--- config.mk ---
export PLATFORM = sky130hd
export DESIGN_NAME = time_entry_regs
export DESIGN_NICKNAME = d
export VERILOG_FILES = /design/src/rtl/time_entry_regs.sv
export SDC_FILE = /design/constraint.sdc
export NUM_CORES = 1
export LEC_CHECK = 0
export ABC_AREA = 1
export CAP_MARGIN = 25
export CORE_MARGIN = 8
export CORE_UTILIZATION = 49
export DETAILED_ROUTE_END_ITERATION = 10
export PLACE_DENSITY_LB_ADDON = 0.3
export SKIP_CTS_REPAIR_TIMING = 1
export SLEW_MARGIN = 20
export SYNTH_ARGS = -nofsm -noshare
export SYNTH_HDL_FRONTEND = slang
export SYNTH_SLANG_ARGS = --single-unit
--- constraint.sdc ---
create_clock -name clock -period 1.5 [get_ports clock]
set_input_delay 0.225 -clock clock [delete_from_list [all_inputs] [get_ports clock]]
set_output_delay 0.225 -clock clock [all_outputs]
set_load 0.03 [all_outputs]
--- src/rtl/time_entry_regs.sv ---
// time_entry_regs
// ---------------
// Collects keypad digits into hour/minute/second BCD working fields. The
// field that receives digits is chosen by the setting FSM enables. On
// completeSetting the entered time is range-checked. A valid time is
// committed to binary output registers. An invalid time raises an error
// pulse, and the last committed time is kept.
//
// Ports:
//   clock, reset             rising-edge clock; synchronous active-high reset
//   hour_en/min_en/sec_en    field select from the setting FSM
//   completeSetting          one-cycle commit request
//   digit_valid, digit[3:0]  keypad strobe and key code (0-9 digits)
//   hour_bin/min_bin/sec_bin committed binary time
//   time_valid               set by the first successful commit
//   set_done / set_error     one-cycle commit result pulses
//   disp_tens / disp_ones    BCD digits of the selected working field
//   total_sec, total_valid   (only with TIME_ENTRY_TOTAL_SEC_EN) committed time
//                            in seconds, updated one cycle after set_done
//
// Optional feature macro: TIME_ENTRY_TOTAL_SEC_EN
module time_entry_regs (
  input  logic        clock,
  input  logic        reset,
  input  logic        hour_en,
  input  logic        min_en,
  input  logic        sec_en,
  input  logic        completeSetting,
  input  logic        digit_valid,
  input  logic [3:0]  digit,
  output logic [4:0]  hour_bin,
  output logic [5:0]  min_bin,
  output logic [5:0]  sec_bin,
  output logic        time_valid,
  output logic        set_done,
  output logic        set_error,
  output logic [3:0]  disp_tens,
  output logic [3:0]  disp_ones
`ifdef TIME_ENTRY_TOTAL_SEC_EN
  ,
  output logic [16:0] total_sec,
  output logic        total_valid
`endif
);

  // Field index: 0 = hour, 1 = minute, 2 = second
  logic [2:0] en;
  logic       field_active;
  logic       digit_ok;
  logic [3:0] work_t [3];
  logic [3:0] work_o [3];

  assign en           = {sec_en, min_en, hour_en};
  assign field_active = (en == 3'b001) || (en == 3'b010) || (en == 3'b100);
  assign digit_ok     = digit_valid && (digit <= 4'd9);

  genvar gi;
  generate
    for (gi = 0; gi < 3; gi++) begin : g_field
      logic [3:0] tens_reg;
      logic [3:0] ones_reg;
      logic       en_q_reg;
      logic       start;

      assign start = en[gi] && !en_q_reg;

      always_ff @(posedge clock) begin
        if (reset) begin
          tens_reg <= '0;
          ones_reg <= '0;
          en_q_reg <= 1'b0;
        end else begin
          en_q_reg <= en[gi];
          if (completeSetting) begin
            // The commit clears every field and drops any digit entered in
            // the same cycle.
            tens_reg <= '0;
            ones_reg <= '0;
          end else if (field_active && en[gi] && digit_ok) begin
            // A field start in the same cycle clears first, so the old ones
            // digit is never shifted into tens.
            tens_reg <= start ? 4'd0 : ones_reg;
            ones_reg <= digit;
          end else if (start) begin
            tens_reg <= '0;
            ones_reg <= '0;
          end
        end
      end

      assign work_t[gi] = tens_reg;
      assign work_o[gi] = ones_reg;
    end
  endgenerate

  // Range check on the working fields. The ones digits are always 0-9 because
  // only keys 0-9 are ever stored.
  logic hour_ok, min_ok, sec_ok, entry_ok;
  assign hour_ok  = (work_t[0] < 4'd2) || ((work_t[0] == 4'd2) && (work_o[0] <= 4'd3));
  assign min_ok   = (work_t[1] <= 4'd5);
  assign sec_ok   = (work_t[2] <= 4'd5);
  assign entry_ok = hour_ok && min_ok && sec_ok;

  logic [7:0] hour_val, min_val, sec_val;
  assign hour_val = 8'(work_t[0]) * 8'd10 + 8'(work_o[0]);
  assign min_val  = 8'(work_t[1]) * 8'd10 + 8'(work_o[1]);
  assign sec_val  = 8'(work_t[2]) * 8'd10 + 8'(work_o[2]);

  logic [4:0] hour_bin_reg;
  logic [5:0] min_bin_reg, sec_bin_reg;
  logic       time_valid_reg, set_done_reg, set_error_reg;

  always_ff @(posedge clock) begin
    if (reset) begin
      hour_bin_reg   <= '0;
      min_bin_reg    <= '0;
      sec_bin_reg    <= '0;
      time_valid_reg <= 1'b0;
      set_done_reg   <= 1'b0;
      set_error_reg  <= 1'b0;
    end else begin
      set_done_reg  <= 1'b0;
      set_error_reg <= 1'b0;
      if (completeSetting) begin
        if (entry_ok) begin
          hour_bin_reg   <= hour_val[4:0];
          min_bin_reg    <= min_val[5:0];
          sec_bin_reg    <= sec_val[5:0];
          time_valid_reg <= 1'b1;
          set_done_reg   <= 1'b1;
        end else begin
          set_error_reg  <= 1'b1;
        end
      end
    end
  end

  assign hour_bin   = hour_bin_reg;
  assign min_bin    = min_bin_reg;
  assign sec_bin    = sec_bin_reg;
  assign time_valid = time_valid_reg;
  assign set_done   = set_done_reg;
  assign set_error  = set_error_reg;

  // The display shows the selected field, or zeros when no single field is
  // selected.
  always_comb begin
    disp_tens = 4'd0;
    disp_ones = 4'd0;
    case (en)
      3'b001:  begin disp_tens = work_t[0]; disp_ones = work_o[0]; end
      3'b010:  begin disp_tens = work_t[1]; disp_ones = work_o[1]; end
      3'b100:  begin disp_tens = work_t[2]; disp_ones = work_o[2]; end
      default: begin disp_tens = 4'd0;      disp_ones = 4'd0;      end
    endcase
  end

`ifdef TIME_ENTRY_TOTAL_SEC_EN
  // Computed from the committed registers. The result therefore trails
  // set_done by one cycle.
  logic [16:0] total_sec_reg;
  logic        total_valid_reg;

  always_ff @(posedge clock) begin
    if (reset) begin
      total_sec_reg   <= '0;
      total_valid_reg <= 1'b0;
    end else begin
      total_valid_reg <= set_done_reg;
      if (set_done_reg) begin
        total_sec_reg <= 17'(hour_bin_reg) * 17'd3600
                       + 17'(min_bin_reg) * 17'd60
                       + 17'(sec_bin_reg);
      end
    end
  end

  assign total_sec   = total_sec_reg;
  assign total_valid = total_valid_reg;
`endif

endmodule

Word-level counts from Yosys, hierarchy flattened
Cells that the tools add are included.
- output and inout bits: 28
- bits in registers: 47
- logic and storage cells: 72
- bits of input ports: 11
- bitwise logic cells: 1
- reduce and logical (&&, ||, !) cells: 25
- multipliers: 3
- order comparisons: 5
- add/subtract/negate cells: 3
- equal/unequal tests: 4
- mux-type cells: 16
- operator list (operator ; number):
    4-bit 2-to-1 mux ; 12
    4-bit one-hot mux with 3 select lines ; 2
    1-bit logical AND ; 13
    6-bit by 4-bit adder with 6-bit output ; 2
    4-bit by 3-bit multiplier with 5-bit output, second input constant ; 2
    4-bit by 3-bit <= comparator with 1-bit output, second input constant ; 2
    2-bit nonzero test ; 3
    5-bit by 4-bit adder with 5-bit output ; 1
    4-bit by 2-bit == test with 1-bit output, second input constant ; 1
    4-bit by 2-bit <= comparator with 1-bit output, second input constant ; 1
    4-bit <= comparator, second input constant ; 1
    4-bit by 2-bit less-than comparator with 1-bit output, second input constant ; 1
    4-bit by 3-bit multiplier with 4-bit output, second input constant ; 1
    2-bit OR reduction ; 2
    3-bit by 1-bit == test with 1-bit output, second input constant ; 1
    3-bit by 2-bit == test with 1-bit output, second input constant ; 1
    3-bit == test, second input constant ; 1
    1-bit logical NOT ; 3
    1-bit logical OR ; 3
    1-bit 2-to-1 mux ; 2
    2-bit AND reduction ; 1
    1-bit NOT ; 1

Depth between registers and ports, before layout
- word-level depth: 6
- mapped depth: 10
- depth with buffers taken out: 10

Least setup slack after synthesis
OpenSTA, ideal clock, no wires.
- path kind: input-to-output
- start: input hour_en
- end: output disp_ones[0]
- data required time: 1275 ps
- arrival: 1269 ps
- stages: 3
- slack: 6 ps
- cell sequence: nor3_2 -> inv_1 -> o221ai_1
- cells in the longest elaborated chain, start to end: 2
- ends and longest elaborated chain (item ; line ; source):
    start, declared ; 25 ; input logic hour_en,
    3-bit == test, or another cell as far along ; 150 ; case (en)
    4-bit one-hot mux with 3 select lines (*) ; 150 ;
    end, declared ; 38 ; output logic [3:0] disp_ones
Every way passes the cells marked *; elsewhere a longest branch is shown, timed or not.

Final worst setup path
- start: register g_field[0].tens_reg[0]
- end: register hour_bin_reg[3], in the netlist hour_bin[3]
- cells in the longest elaborated chain, start to end: 6
- ends and longest elaborated chain (item ; line ; source):
    start, declared ; 60 ; logic [3:0] tens_reg;
    start signal, assigned ; 82 ; tens_reg <= start ? 4'd0 : ones_reg;
    parallel branches: the longest is 6 deep, another holds 5-bit by 4-bit adder with 5-bit output ; -- ;
    end signal, assigned ; 126 ; hour_bin_reg <= hour_val[4:0];
    end, declared ; 109 ; logic [4:0] hour_bin_reg;
Parallel ways; which one is timed is not known.
A chain may end at the register's enable or synchronous reset.

==> impl_metrics.csv <==
group,metric,value,unit
critical_path,critPathArrivalTime,1800,ps
sta,min_period,1559,ps
critical_path,rr_worst_depth,7,
floorplanning,die_y,88.67,µm
clock_network,cts_inserted_buffers,5,
critical_path,cp_max_fo,3,
pwr,p_clk_share,41.9,%
route,viasPerCell,5.226,
sta,finalSetupViolations,6,
global_routing,antenna_found_initial,0,
sta,clock_skew,8.251,ps
sta,hold_viol,0,
route,via_count,2686,
floorplanning,die_x,88.67,µm
pwr,total_power,2.631,mW
run_status,status,"finished with violations",
floorplanning,start_util,50.66,%
pwr,power.switching,597.5,µW
floorplanning,rows,26,
logic_synthesis,synth_area_leaders,"dfxtp_1 36%, nand2_1 16%, ha_1 8.7%",
clock_network,cts_tree,"yes",
critical_path,r2r_start,"g_field[0].tens_reg[0]",
sta,worst_slack,-58.78,ps
pwr,p_leak,1.862,nW
critical_path,slowest_delay,410,ps
clock_network,htreeDepth,2,
run_status,violations,"setup timing",
clock_network,root_buffer,"clkbuf_8",
logic_synthesis,syn_nets,397,
clock_network,worstSkewPairLatency,310,ps
critical_path,crit_required,1740,ps
route,drt-wirelength-per-cell,14.82,µm
job,drv_cap,0,
floorplanning,dieArea,7861,µm²
critical_path,r2r_slack,-60,ps
sta,finalSetupTns,-164.9,ps
placement,portBuffers,38,
floorplanning,pin_count,39,
cells_and_area,diodes,0,
placement,dp_cells,504,
cells_and_area,finalNetCount,475,
cells_and_area,drive_gt1_share,26.13,%
clock_network,clkTransAtPathRegs,90,ps
clock_network,clockBufferDepth,2,
logic_synthesis,avgSynthCellArea,7.089,µm²
pwr,power_frac_comb,9.9,%
cells_and_area,final_cells,514,
sta,slew_headroom,77.45,%
cells_and_area,final_core_util,73.15,%
logic_synthesis,ys_warn_count,0,
floorplanning,core,5107,µm²
critical_path,crit_buf_inv,2,
pwr,switching_share,22.71,%
pwr,p_per_area,704.1,nW/µm²
worst_hold_path,hp-class,"in -> reg",
logic_synthesis,postSynthCellCount,365,
logic_synthesis,synth_area,2587,µm²
sta,rsz0062_at_grt,"yes",
route,drtIter0Drc,146,
pwr,p_seq_share,48.2,%
route,drt-total-wl,7617,µm
logic_synthesis,synth_top_area_share,36.36,%
critical_path,critical_path_depth,7,
global_routing,first_global_vias,2457,
logic_synthesis,ys_seq_area_share,36.36,%
global_routing,grt.total_usage,18.20,%
route,route.detailed.drc,0,
critical_path,criticalPathCategory,"reg -> reg",
critical_path,worstPathCellList,"buf_4 -> ha_1 -> inv_2 -> fa_2 -> xnor2_2 -> nand4_1 -> a21oi_1",
route,first_pass_iters,4,
clock_network,cts.sinks,47,
route,ant_nets,0,
cells_and_area,area_growth,44.39,%
placement,gp_congestion,0.9590,
critical_path,crit_path_end_kind,"flip-flop",
critical_path,r2r_end,"hour_bin[3]",
placement,pre_cts_slack,-341.5,ps
sta,clock.fmax,641.5,MHz
pwr,internal_power,2.033,mW
pwr,vdd_drop_max,0.5897,mV
sta,worstMarginPinSlew,337.7,ps
cells_and_area,nFillCells,394,
global_routing,overflow,0,
critical_path,critPathLaunch,"g_field[0].tens_reg[0]",
sta,min_period_over_period,103.9,%
critical_path,start_kind,"flip-flop",
global_routing,grt_pass1_wl,11180,µm
global_routing,grt_start_max_net_pins,25,
placement,dp_hpwl,5397,µm
critical_path,slowest_stage,"fa_2",
sta,slew_viol_final,0,
logic_synthesis,synth_top_cell_by_area,"dfxtp_1",
critical_path,cp_top_family,"adder cells",
logic_synthesis,synthDistinctLibCells,26,
critical_path,critPathCapture,"hour_bin[3]",
logic_synthesis,synth_seq_cells,47,
==> power groups by stage <==
stage / Sequential, mW / Clock [mW] / Combinational (mW)
5_1_grt: 1.27 / 1.15 / 0.282
3_5_place_dp: 1.30 / 0 / 0.255
2_1_floorplan: 1.32 / 0 / 0.0931
3_3_place_gp: 1.30 / 0 / 0.252
4_1_cts: 1.27 / 1.11 / 0.256
6_report: 1.27 / 1.10 / 0.260
==> synth_stat cells <==
library cell / instances
xnor2_1: 1
o221ai_1: 5
o21ai_0: 1
a21oi_2: 1
ha_1: 18
inv_1: 46
nand3_4: 2
fa_1: 3
nand3b_1: 2
nor2_2: 1
clkinv_4: 2
o21ai_2: 1
dfxtp_1: 47
nor2_1: 32
buf_1: 3
clkinv_2: 1
nand3_2: 1
clkbuf_1: 4
nor3_2: 3
xor2_1: 2
o211ai_1: 3
nand3_1: 22
nand2_1: 110
buf_2: 2
nand4_1: 12
a21oi_1: 40
==> kinds of logic (layout without fill, tap and decap cells) <==
kind of cell,count (synthesis),after routing,synth area share (%)
and+or+nand+nor,185,185,31.48
buffers and inverters,58,137,8.946
AOI/OAI and AO/OA,51,51,11.17
DFF,47,47,36.36
adders and majority gates,21,21,11.03
xor gates and xnor gates,3,3,1.016
==> stage by stage <==
stage | hold WS (ps) | area, µm²
global placement | 440.6 | 3324
detailed placement | 449.9 | 3324
global route | 334.0 | 3736
floorplan | 368.0 | 2587
CTS | 461.6 | 3457
finish | 329.1 | 3736
==> worst reg2reg max path, cell delays in order (launching register included) <==
cell and delay [ps]:
dfxtp_2 340, buf_4 120, ha_1 160, inv_2 60, fa_2 410, xnor2_2 160, nand4_1 100, a21oi_1 150
==> layout make-up <==
type	count	area [µm²]	area share, %
multi-input combinational	260	1615	43.24
sequential	47	962.2	25.75
timing repair buffer	80	743.2	19.89
inverter	49	195.2	5.224
tap	70	87.58	2.344
clock buffer	6	72.57	1.942
clock inverter	2	60.06	1.608
==> how the worst min path moves through the flow <==
stage / startpoint / end / slack (ps) / depth (start not counted)
CTS: min_bin[3] / min_bin[3] / 460 / 2
global route: sec_en / g_field[2].en_q_reg / 330 / 4
detailed placement: min_bin[3] / min_bin[3] / 450 / 2
global placement: time_valid / time_valid / 440 / 2
floorplan: digit[0] / g_field[1].ones_reg[0] / 370 / 2
finish: sec_en / g_field[2].en_q_reg / 330 / 4
==> per-layer routing <==
metal / up-vias / GRT usage (%) / wire, µm
met1: 1234 / 22.22 / 3296
met3: 16 / 4.364 / 435
met5: - / 0 / 0
met4: 0 / 6.605 / 169
li1: 1348 / - / -
met2: 88 / 30.12 / 3716
==> layout by cell type, fill, tap and decap left out, types with 7 or more instances in the layout <==
master and instances:
dfxtp_1 34, a21oi_1 36, nor2_1 31, ha_4 10
inv_1 41, buf_4 46, nand2_1 106, dlymetal6s2s_1 20
nand4_1 12, nand3_1 22, clkdlybuf4s50_1 7, dfxtp_2 11
ha_1 8
Note: power is estimated with default switching activity, not from simulation.
